$ cat src/rtl/alu_sequencer.sv
// Issue/writeback sequencer for the 8-bit ALU: fetches, decodes, drives registered ALU operands, writes back.
// Latency: fetch wait cycles + 2 per ALU/LDI instruction; instruction fetch waits indefinitely on imem_valid.
module alu_sequencer #(
  parameter int PC_W  = 8,
  parameter int CNT_W = 16
) (
  input  logic             clk,
  input  logic             rst,
  input  logic             start,
  output logic             imem_req,
  output logic [PC_W-1:0]  imem_addr,
  input  logic             imem_valid,
  input  logic [15:0]      imem_data,
  output logic [2:0]       alu_opcode,
  output logic [7:0]       alu_operand1,
  output logic [7:0]       alu_operand2,
  input  logic [7:0]       alu_result,
  input  logic [1:0]       dbg_sel,
  output logic [7:0]       dbg_data,
  output logic             busy,
  output logic             done,
  output logic [CNT_W-1:0] retired
);

  typedef enum logic [1:0] {S_IDLE, S_FETCH, S_EXEC, S_HALTED} state_t;

  localparam logic [1:0] C_ALU_RR = 2'b00;
  localparam logic [1:0] C_ALU_RI = 2'b01;
  localparam logic [1:0] C_LDI    = 2'b10;
  localparam logic [1:0] C_HALT   = 2'b11;

  state_t            state_q, state_d;
  logic [PC_W-1:0]   pc_q, pc_d;
  logic [3:0][7:0]   regs_q, regs_d;
  logic [CNT_W-1:0]  retired_q, retired_d, retired_inc;
  logic [2:0]        opc_q, opc_d;
  logic [7:0]        op1_q, op1_d, op2_q, op2_d;
  logic [1:0]        cls_q, cls_d, rd_q, rd_d;

  logic [1:0] f_cls, f_rd, f_rs;
  logic [2:0] f_op;
  logic [7:0] f_imm;

  assign f_cls = imem_data[15:14];
  assign f_op  = imem_data[13:11];
  assign f_rd  = imem_data[10:9];
  assign f_rs  = imem_data[8:7];
  assign f_imm = imem_data[7:0];

  assign retired_inc = (&retired_q) ? retired_q : retired_q + CNT_W'(1);

  always_comb begin
    state_d   = state_q;
    pc_d      = pc_q;
    regs_d    = regs_q;
    retired_d = retired_q;
    opc_d     = opc_q;
    op1_d     = op1_q;
    op2_d     = op2_q;
    cls_d     = cls_q;
    rd_d      = rd_q;
    imem_req  = 1'b0;
    case (state_q)
      S_IDLE, S_HALTED: begin
        if (start) begin
          pc_d    = '0;
          state_d = S_FETCH;
        end
      end
      S_FETCH: begin
        imem_req = 1'b1;
        if (imem_valid) begin
          cls_d   = f_cls;
          rd_d    = f_rd;
          state_d = S_EXEC;
          case (f_cls)
            C_ALU_RR: begin
              opc_d = f_op;
              op1_d = regs_q[f_rd];
              op2_d = regs_q[f_rs];
            end
            C_ALU_RI: begin
              opc_d = f_op;
              op1_d = regs_q[f_rd];
              op2_d = f_imm;
            end
            C_LDI:  op1_d = f_imm;
            C_HALT: begin
              // HALT retires in the accept cycle and never enters EXEC.
              state_d   = S_HALTED;
              retired_d = retired_inc;
            end
          endcase
        end
      end
      S_EXEC: begin
        regs_d[rd_q] = (cls_q == C_LDI) ? op1_q : alu_result;
        pc_d         = pc_q + PC_W'(1);
        retired_d    = retired_inc;
        state_d      = S_FETCH;
      end
      default: state_d = S_IDLE;
    endcase
  end

  always_ff @(posedge clk or posedge rst) begin
    if (rst) begin
      state_q   <= S_IDLE;
      pc_q      <= '0;
      regs_q    <= '0;
      retired_q <= '0;
      opc_q     <= '0;
      op1_q     <= '0;
      op2_q     <= '0;
      cls_q     <= '0;
      rd_q      <= '0;
    end else begin
      state_q   <= state_d;
      pc_q      <= pc_d;
      regs_q    <= regs_d;
      retired_q <= retired_d;
      opc_q     <= opc_d;
      op1_q     <= op1_d;
      op2_q     <= op2_d;
      cls_q     <= cls_d;
      rd_q      <= rd_d;
    end
  end

  assign imem_addr    = pc_q;
  assign alu_opcode   = opc_q;
  assign alu_operand1 = op1_q;
  assign alu_operand2 = op2_q;
  assign dbg_data     = regs_q[dbg_sel];
  assign busy         = (state_q == S_FETCH) || (state_q == S_EXEC);
  assign done         = (state_q == S_HALTED);
  assign retired      = retired_q;

endmodule

$ cat config.mk
export PLATFORM = sky130hd
export DESIGN_NAME = alu_sequencer
export DESIGN_NICKNAME = d
export VERILOG_FILES = /design/src/rtl/alu_sequencer.sv
export SDC_FILE = /design/constraint.sdc
export NUM_CORES = 1
export LEC_CHECK = 0
export ABC_AREA = 1
export CELL_PAD_IN_SITES_DETAIL_PLACEMENT = 1
export CELL_PAD_IN_SITES_GLOBAL_PLACEMENT = 2
export CORE_MARGIN = 4
export CORE_UTILIZATION = 33
export CTS_BUF_LIST = sky130_fd_sc_hd__clkbuf_4 sky130_fd_sc_hd__clkbuf_8
export DETAILED_ROUTE_END_ITERATION = 10
export GPL_TIMING_DRIVEN = 0
export PLACE_DENSITY = 0.94
export RECOVER_POWER = 100
export SYNTH_ARGS = -nofsm -noshare
export SYNTH_HDL_FRONTEND = slang
export SYNTH_SLANG_ARGS = --single-unit
$ cat constraint.sdc
create_clock -name clk -period 6.5 [get_ports clk]
set_clock_uncertainty 0.05 [all_clocks]
set_input_delay 0.65 -clock clk [delete_from_list [all_inputs] [get_ports clk]]
set_output_delay 0.65 -clock clk [all_outputs]
set_load 0.02 [all_outputs]
==> run metrics <==
CTS tree=built; share of cells above drive strength 1=3.81%; nets=764; CTS Buf Count=9; Synth area leaders=dfrtp_1 (44%), nand2_1 (15%), o21ai_0 (11%); Synth area leader=dfrtp_1; Skew-Pair Late Insertion Delay=370 ps; Top Ports=84; max frequency=297 MHz; commonest cells in the netlist=nand2_1 (184), o21ai_0 (98), dfrtp_1 (81), inv_1 (65), nand3_1 (57); busiest grt layer=met2; Setup-failing EPs final=0; WL per Instance=17.6 um; WP data arrival=2670 ps; P_leak=2.81 nW; Slew headroom=-20.8%; First-pass DRT Iterations=6; Global Route Usage Sum=20.7%; ys async rst share=100%; Die Area=15800 um2; Max Cap Viol=1; Post-synth EDFFs=0; min Tclk post-route=3370 ps; total wire length=16000 um; die width=126 um; sequential share of the synthesized area=44.4%; Primary FF master, synth=dfrtp_1; DP HPWL=12300 um; number of DRC violations after detailed routing=0; Area Overhead vs Synth=26.9%; Worst setup EP type=output pin; Vias/cell=5.27; clock sinks=81; Gate Count Post-Synth=638; Worst R2R Setup Slack=4150 ps; DRT iter0 DRCs=273; final setup margin=3130 ps; grt ovf=0; crit path kind=in -> out; yosys warns=0; Rows=42; RSZ-0062 raised after global routing=false; status=finished, violations left; initial antenna violation count=0; final hold vios=0; clock buffer depth=2; failing checks=capacitance limit, slew limit; count leader, synth=nand2_1; Mapped Area=4560 um2; Vias=4799; die height=126 um; Yosys reg bits=81; worst path required time=5800 ps; vias in the first global route=5021; max-slew violation count=37; grt met2 use=32.9%; Routed Antenna Nets=0; Post-Syn Nets=673; FILL cells=1700; worst vdd ir=185 uV; actual slew at the worst max-slew pin=1800 ps; fin crit share=51.8%; M3 GR Usage=3.75%; GR met1 Demand/Resource=28.5%; H-tree lvl count=3; number of gates resized after cts=0; Port Buffer Count=79; first-pass GRT wire length=26200 um; Clk pin slew, worst setup/hold paths=90 ps; setup TNS=0 ps; top-area cell type share of the netlist area=44.4%; Worst Hold Class=reg -> reg; Ant. Diodes=0; Setup Buffers After CTS=0; Post-Syn Area per Cell=7.15 um2; crit-path max FO=10; Startpoint Class=primary input; Core Footprint=13400 um2; initial core utilization=34.1%; Final Wtd Congestion=0.878; Clock Root Buffer=clkbuf_8; synth unique cells=31; pwr/cell area=407 nW/um2; largest net degree at the start of global routing=46; Setup WS pre-CTS=3180 ps; Hold Buf Count CTS=0
## layout make-up
type / instances / area [um2] / share of cell area, %
buffer: 24 / 97.6 / 1.69
clock buffer: 11 / 145 / 2.51
clock inverter: 5 / 78.8 / 1.36
inverter: 69 / 260 / 4.49
multi-input combinational: 464 / 2140 / 37.0
sequential: 81 / 2030 / 35.0
tap: 176 / 220 / 3.80
timing repair buffer: 80 / 818 / 14.1
## stage by stage
| stage | total power [mW] | cell area [um2] | utilization (%) | hold slack (ps) | instances |
|---|---|---|---|---|---|
| after floorplan | 1.48 | 4560 | - | 395 | 638 |
| after global placement | 1.95 | 5580 | 41.6 | 415 | 893 |
| after detailed placement | 1.99 | 5610 | 41.8 | 417 | 894 |
| after CTS | 2.44 | 5830 | 43.5 | 440 | 910 |
| after global routing | 2.54 | 5790 | 43.2 | 467 | 910 |
| final | 2.36 | 5790 | 43.2 | 435 | 910 |
## flip-flops by register name (all words and copies together) (netlist names)
name / flops
regs_q: 32
retired: 16
alu_operand1: 8
alu_operand2: 8
imem_addr: 8
alu_opcode: 3
cls_q: 2
rd_q: 2
state_q: 2
## power breakdown
group	switching (mW)	total [mW]	internal (mW)
combinational	0.658	1.02	0.360
clock	0.201	0.431	0.231
sequential	0.209	0.906	0.698
total	1.07	2.36	1.29
## cell families (layout without fill, tap and decap cells)
logic type	count (synthesis)	in the layout	synth area share [%]
adder cells (fa/ha/maj)	5	5	1.37
XOR/XNOR	3	3	0.576
AND/OR/NAND/NOR	299	299	27.6
flip-flops	81	81	44.4
AO/OA/AOI/OAI	157	157	17.9
buffers and inverters	93	189	8.17
## per-layer routing
layer  share of wire [%]  up-vias  routed length [um]
met3                 4.5       21                 720
met1                  47     2393                7540
li1                    -     2256                   -
met5                   0        -                   0
met2                  47      129                7480
met4                 1.8        0                 282
## worst max-delay path, stage by stage
cell,delay [ps]
clkdlybuf4s50_1,420
inv_1,200
clkbuf_1,370
o21ai_0,140
o21ai_0,180
dlygate4sd3_1,700
## layout by cell type, fill, tap and decap left out, drive strengths merged
master,instances
ha,5
clkinvlp,1
nand3,58
a21boi,7
clkbuf,29
o21bai,1
nor3,2
or2,1
nand2,185
dlygate4sd3,58
a22oi,1
o22ai,1
bufinv,2
inv,65
buf,7
nor2,44
a21oi,46
nand4,6
xor2,2
clkdlybuf4s50,21
nand3b,3
dfrtp,81
o21ai,101
xnor2,1
clkinv,6
## path summary, 6_finish.rpt
path | start | end | depth (start not counted)
setup / recovery | dbg_sel[1] | dbg_data[6] | 6
min in group asynchronous | rst | cls_q[1] | 2
hold reg to reg | alu_opcode[1] | alu_opcode[1] | 2
max in group asynchronous | rst | regs_q[4] | 3
setup reg to reg | retired[0] | retired[10] | 9
hold / removal | alu_opcode[1] | alu_opcode[1] | 2
No activity file was read; power rests on OpenSTA's default activity.
